File: src/rtl/row_fetch.sv
// Fetches one display row of PSX 15-bit pixels from VRAM and writes them,
// expanded to 24-bit colour, into the row buffer.
module row_fetch #(
  parameter int ROW_W   = 640,
  parameter int MAX_OUT = 4
) (
  input  logic        clk_33MHz,
  input  logic        rst_n,
  input  logic        vram_re,
  input  logic [8:0]  vram_y,
  input  logic [9:0]  x_tl,
  output logic        mem_req,
  output logic [18:0] mem_addr,
  input  logic        mem_gnt,
  input  logic        mem_rvalid,
  input  logic [15:0] mem_rdata,
  output logic        vram_we,
  output logic [9:0]  vram_x,
  output logic [23:0] vram_out,
  output logic        busy,
  output logic        done,
  output logic        overrun
);

  localparam int              CNT_W    = $clog2(ROW_W + 1);
  localparam logic [CNT_W-1:0] OUT_LIM  = CNT_W'(MAX_OUT);
  localparam logic [CNT_W-1:0] ROW_LAST = CNT_W'(ROW_W - 1);
  localparam logic [CNT_W-1:0] ROW_END  = CNT_W'(ROW_W);
  localparam logic [9:0]       LAST_X   = 10'(ROW_W - 1);

  typedef enum logic [1:0] {IDLE, FETCH, DRAIN} state_e;

  state_e             state_q;
  logic               sync1_q, sync2_q, sync3_q;
  logic [8:0]         row_q;
  logic [9:0]         col_q;
  logic [CNT_W-1:0]   issue_cnt_q, recv_cnt_q;
  logic [CNT_W-1:0]   outstanding;
  logic               vram_we_q, done_q, overrun_q;
  logic [9:0]         vram_x_q;
  logic [23:0]        vram_out_q;
  logic               req_evt, grant, accept, last_wr;
  logic               unused_mask;

  function automatic logic [7:0] expand5(input logic [4:0] c);
    return {c, c[4:2]};
  endfunction

  assign unused_mask = mem_rdata[15];

  assign req_evt     = sync2_q & ~sync3_q;
  assign outstanding = issue_cnt_q - recv_cnt_q;
  // Request depends only on registered state, so it cannot drop while stalled.
  assign mem_req     = (state_q == FETCH) && (outstanding < OUT_LIM);
  assign mem_addr    = {row_q, col_q + 10'(issue_cnt_q)};
  assign grant       = mem_req & mem_gnt;
  assign accept      = (state_q != IDLE) && mem_rvalid && (recv_cnt_q != ROW_END);
  assign last_wr     = vram_we_q && (vram_x_q == LAST_X);

  assign vram_we  = vram_we_q;
  assign vram_x   = vram_x_q;
  assign vram_out = vram_out_q;
  assign busy     = (state_q != IDLE);
  assign done     = done_q;
  assign overrun  = overrun_q;

  always_ff @(posedge clk_33MHz or negedge rst_n) begin
    if (!rst_n) begin
      state_q     <= IDLE;
      sync1_q     <= 1'b0;
      sync2_q     <= 1'b0;
      sync3_q     <= 1'b0;
      row_q       <= '0;
      col_q       <= '0;
      issue_cnt_q <= '0;
      recv_cnt_q  <= '0;
      vram_we_q   <= 1'b0;
      vram_x_q    <= '0;
      vram_out_q  <= '0;
      done_q      <= 1'b0;
      overrun_q   <= 1'b0;
    end else begin
      sync1_q   <= vram_re;
      sync2_q   <= sync1_q;
      sync3_q   <= sync2_q;
      vram_we_q <= accept;
      done_q    <= 1'b0;

      if (accept) begin
        vram_x_q   <= 10'(recv_cnt_q);
        vram_out_q <= {expand5(mem_rdata[14:10]), expand5(mem_rdata[9:5]),
                       expand5(mem_rdata[4:0])};
        recv_cnt_q <= recv_cnt_q + 1'b1;
      end
      if (grant) issue_cnt_q <= issue_cnt_q + 1'b1;
      if (req_evt && state_q != IDLE) overrun_q <= 1'b1;

      case (state_q)
        IDLE: if (req_evt) begin
          row_q       <= vram_y;
          col_q       <= x_tl;
          issue_cnt_q <= '0;
          recv_cnt_q  <= '0;
          state_q     <= FETCH;
        end
        FETCH: if (grant && issue_cnt_q == ROW_LAST) state_q <= DRAIN;
        DRAIN: if (last_wr) begin
          state_q <= IDLE;
          done_q  <= 1'b1;
        end
        default: state_q <= IDLE;
      endcase
    end
  end

endmodule

File: config.mk
export PLATFORM = sky130hd
export DESIGN_NAME = row_fetch
export DESIGN_NICKNAME = d
export VERILOG_FILES = /design/src/rtl/row_fetch.sv
export SDC_FILE = /design/constraint.sdc
export NUM_CORES = 1
export LEC_CHECK = 0
export BUFFER_PORTS_ARGS = -buffer_cell sky130_fd_sc_hd__buf_2
export CELL_PAD_IN_SITES_DETAIL_PLACEMENT = 0
export CELL_PAD_IN_SITES_GLOBAL_PLACEMENT = 1
export CORE_MARGIN = 2
export CORE_UTILIZATION = 40
export DETAILED_ROUTE_END_ITERATION = 10
export PLACE_DENSITY = 0.79
export SLEW_MARGIN = 20
export SYNTH_ARGS = -nofsm -noshare
export SYNTH_HDL_FRONTEND = slang
export SYNTH_SLANG_ARGS = --single-unit
File: constraint.sdc
create_clock -name clk_33MHz -period 3.7 [get_ports clk_33MHz]
set_input_delay 1.11 -clock clk_33MHz [delete_from_list [all_inputs] [get_ports clk_33MHz]]
set_output_delay 1.11 -clock clk_33MHz [all_outputs]
set_load 0.02 [all_outputs]
* Word-level counts from Yosys, hierarchy flattened
Cells that the tools add are included.
** Operators by class
- Reductions and logical operators :: 10
- Eq/ne operators :: 8
- Multiplexer cells :: 12
- Order comparisons :: 1
- Add/subtract/negate cells :: 4
- Bitwise gates (word level) :: 3
** Operator list (number)
- 10-bit two-way mux :: 6
- 10-bit by 1-bit adder with 10-bit output (second input constant) :: 2
- 10-bit == test (second input constant) :: 2
- 10-bit adder :: 1
- 10-bit by 3-bit < comparator with 1-bit output (second input constant) :: 1
- 10-bit != test (second input constant) :: 1
- 10-bit subtractor :: 1
- 1-bit logical AND :: 6
- 2-bit two-way mux :: 3
- 2-bit one-hot mux with 3 select lines :: 1
- 2-bit != test (second input constant) :: 2
- 3-bit AND reduction :: 1
- 1-bit bitwise AND :: 2
- 2-bit by 1-bit == test with 1-bit output (second input constant) :: 1
- 2-bit == test (second input constant) :: 1
- 2-bit logical NOT :: 1
- 1-bit two-way mux :: 2
- 2-bit by 1-bit != test with 1-bit output (second input constant) :: 1
- 2-bit AND reduction :: 1
- 2-bit nonzero test :: 1
- 1-bit inverter :: 1
** Storage, ports and cells
- Register bits :: 81
- Output and inout port bits :: 58
- Logic and storage cells :: 51
- Input port bits :: 40

* Logic depth before layout (Yosys ltp)
- Word-level depth :: 7
- Mapped depth :: 13
- Depth with buffers taken out :: 11

* Least setup slack after synthesis
Ideal clock, no wire load.
- Kind :: register to output
- From :: register issue_cnt_q[2]
- To :: output port mem_req
- Buffers on the path :: 0
- Data required time :: 2.590 ns
- Path slack :: 0.269 ns
- Cell stages (with the launch flop) :: 8
- Arrival time :: 2.321 ns
- Cells stage by stage :: dfrtp_1 -> ha_1 -> a21o_1 -> a31o_1 -> a211oi_1 -> xnor2_1 -> or3_4 -> nor3_1
** Between the ends
- Longest elaborated chain between the ends :: 3
** Ends and longest elaborated chain
- start: declaration :: RTL line 37 : logic [CNT_W-1:0] issue_cnt_q, recv_cnt_q;
- start signal: assignment :: RTL line 95 : if (grant) issue_cnt_q <= issue_cnt_q + 1'b1;
- 10-bit subtractor :: RTL line 52 : assign outstanding = issue_cnt_q - recv_cnt_q;
- 10-bit by 3-bit < comparator with 1-bit output :: RTL line 54 : assign mem_req = (state_q == FETCH) && (outstanding < OUT_LIM);
- 1-bit logical AND :: RTL line 54
- end: declaration :: RTL line 12 : output logic mem_req,
Every way passes these cells.

* Worst setup path after layout
- From :: register issue_cnt_q[1]
- To :: output port mem_addr[9]
** Between the ends
- Longest elaborated chain between the ends :: 1
** Ends and longest elaborated chain
- 10-bit adder :: RTL line 55 : assign mem_addr = {row_q, col_q + 10'(issue_cnt_q)};
- end: declaration :: RTL line 13 : output logic [18:0] mem_addr,
Every way passes these cells.

==> impl_results.md <==
- Outcome: finished with violations
- Violated checks: negative setup slack
- Port bufs: 96
- Hold crit path type: flop to flop
- Setup violators final: 2
- Critical path buffer and inverter count: 1
- Max-cap violations: 0
- Largest net degree at the start of global routing: 34
- Vert. Die Dim: 101 um
- Die Area: 10300 um2
- Primary FF master, synth: dfrtp_1
- Area grow syn2layout: 21.9%
- Total track usage: 16.3%
- Clk_skew: 0.0126 ns
- # nets final: 537
- Cells after Synth: 383
- # diodes: 0
- Synth cell types: 48
- Yosys reg bits: 72
- Final cycle utilization of the critical path: 101%
- Synth cell count leaders: 73 x nand2_1, 72 x dfrtp_1, 25 x mux2_2
- RSZ-0062 raised after global routing: yes
- Share of layout cells above drive strength 1: 33.9%
- Slowest CP cell: or4_4
- Worst vdd ir: 0.238 mV
- Fmax: 266 MHz
- Insertion delay to the later sink of the worst-skew pair: 0.34 ns
- DRT Pass-1 Iters: 4
- Vias/cell: 4.82
- Critical path peak fanout: 2
- Most frequent cell after synthesis: nand2_1
- CTS tree: done
- Cell Rows: 35
- Slew headroom: 41.9%
- Root Buffer: clkbuf_8
- Post-layout min period: 3.75 ns
- Crit path top cell by count: a21oi_2
- WL/cell: 13.0 um
- Startpoint Class: flop
- Worst Path Required: 2.59 ns
- Post-synth EDFFs: 0
- Level count of the clock H-tree: 3
- Post-synth top area share: 47.4%
- Syn nets: 444
- Clk pin slew, worst setup/hold paths: 0.08 ns
- Total CTS buffers: 9
- Final max-slew violation count: 0
- Crit end category: primary output
- Least-Margin Pin Slew: 0.871 ns
- Util after Layout: 50.1%
- Synthesized cell area: 3800 um2
- WP data arrival: 2.64 ns
- Leak pwr: 2.30 nW
- Largest delay share family, worst path: compound AO/OA/AOI/OAI gates
- Syn Area/Cell: 9.91 um2
- Core area: 9240 um2
- Residual DRC count: 0
- CTS max path bufs: 2
- Biggest area consumer among synthesized cells: dfrtp_1
- Sequential element share of the synthesized area: 47.4%
- Via count of the first global-routing pass: 2902
- Share of synthesized registers carrying an async set or reset: 100%
- Post-DRT Antenna Nets: 0
- Io pins: 98
- Gr ovfl total: 0
- CTS Hold Bufs: 0
- Post-route insts no fill: 610
- Critical path's largest stage delay: 0.49 ns
- Die Wd: 101 um
- Initial DRC Count: 78
- Starting density of the core: 41.1%
- Cell Count Post-Placement: 593
- Largest cells by area after synthesis: dfrtp_1 47%, mux2_2 7.4%, nand2_1 7.2%, ha_1 6.6%, xnor2_1 3.7%
- PwrDens: 599 nW/um2
- Routed WL: 7.94 mm
- Initial antenna violation count: 0
- Critical path class: flop to primary output
- Critical Path, Cell by Cell: ha_1 > a21o_1 > a21oi_2 > nand2b_4 > a21boi_2 > or4_4 > a31o_2 > a21oi_2 > xnor2_1 > buf_4
- FILL cells: 922
- Vias: 2943
- Fin worst setup slack: -0.0532 ns
- Detail Placement HPWL: 5.92 mm
- # clock sinks: 72
- Synth warn: 0
- Final Hold Viols: 0
- Final GP Congestion: 0.887
- First-pass GRT wire length: 13.4 mm
[metal layers]
metal  track usage (%)  vias to the layer above  wire length [um]
li1                  -                     1490                 -
met1              23.2                     1397              3860
met2              25.7                       52              3760
met3              2.42                        4               256
met4              5.51                        0                62
met5                 0                        -                 0
[cells in the final DEF (no fill, tap or decap), types with 4 or more instances in the layout]
cell and count:
a21oi_1 13, nor3_1 9, clkbuf_8 9, xor2_1 5, nand4_1 4, buf_4 10
xnor2_1 16, or3_1 4, nand3_1 12, ha_1 19, inv_1 14, nand2_1 73
dfrtp_1 71, a21o_1 4, nand2b_1 7, buf_2 94, nor2_1 22, o21ai_0 9
mux2_2 25
[cells by family after synthesis]
logic type	share of synthesized area, %
muxes	8.60
buffers and inverters	4.71
and+or+nand+nor	19.4
DFF	47.4
AOI/OAI and AO/OA	7.84
xor gates and xnor gates	4.84
adders and majority gates	7.12
[power breakdown]
part	total [W]	internal, W	switching [W]
Combinational	0.00108	0.000450	0.000634
Sequential	0.00107	0.000952	0.000123
Clock	0.000615	0.000314	0.000301
[final timing paths]
path | depth (start not counted) | startpoint | slack, ns | to
hold / removal | 0 | sync1_q$_DFF_PN0_ | 0.35 | sync2_q$_DFF_PN0_
max in group asynchronous | 2 | rst_n | 2.18 | issue_cnt_q[4]$_DFF_PN0_
setup / recovery | 10 | issue_cnt_q[1]$_DFF_PN0_ | -0.05 | mem_addr[9]
setup reg to reg | 10 | issue_cnt_q[2]$_DFF_PN0_ | 0.35 | issue_cnt_q[8]$_DFF_PN0_
hold reg to reg | 0 | sync1_q$_DFF_PN0_ | 0.35 | sync2_q$_DFF_PN0_
min in group asynchronous | 1 | rst_n | 0.73 | col_q[6]$_DFFE_PN0P_
[sequential cells by signal, summed over array words and instances, names as in the netlist, 2 cells and up]
signal       cells
issue_cnt_q     10
col_q           10
row_q            9
vram_x          10
recv_cnt_q      10
vram_out        15
state_q          2
[through the flow]
step	cell area (um2)	setup WS [ns]	setup TNS (ns)	total power, W	hold slack, ns
after detailed placement	4390	0.158	0	0.00215	0.336
final	4630	-0.0532	-0.0724	0.00277	0.351
after floorplan	3800	0.269	0	0.00184	0.331
after global placement	4390	0.155	0	0.00213	0.332
after global routing	4630	-0.190	-0.454	0.00297	0.385
after CTS	4620	-0.0602	-0.121	0.00280	0.353
[final cells by class]
cell class	instances	area (um2)	share of cell area (%)
Inverter	16	60.1	1.30
Clock buffer	10	128	2.76
Clock inverter	6	67.6	1.46
Multi-Input combinational cell	273	1860	40.3
Tap cell	129	161	3.49
Sequential cell	72	1800	38.9
Timing Repair Buffer	104	546	11.8
[timing repair]
item	4_1_cts	5_1_grt
gates cloned	0	0
endpoints found under the setup margin	3	4
resized for setup	11	4
setup buffers	1	0
pin swaps	8	0
Note: power is estimated with default switching activity, not from simulation.
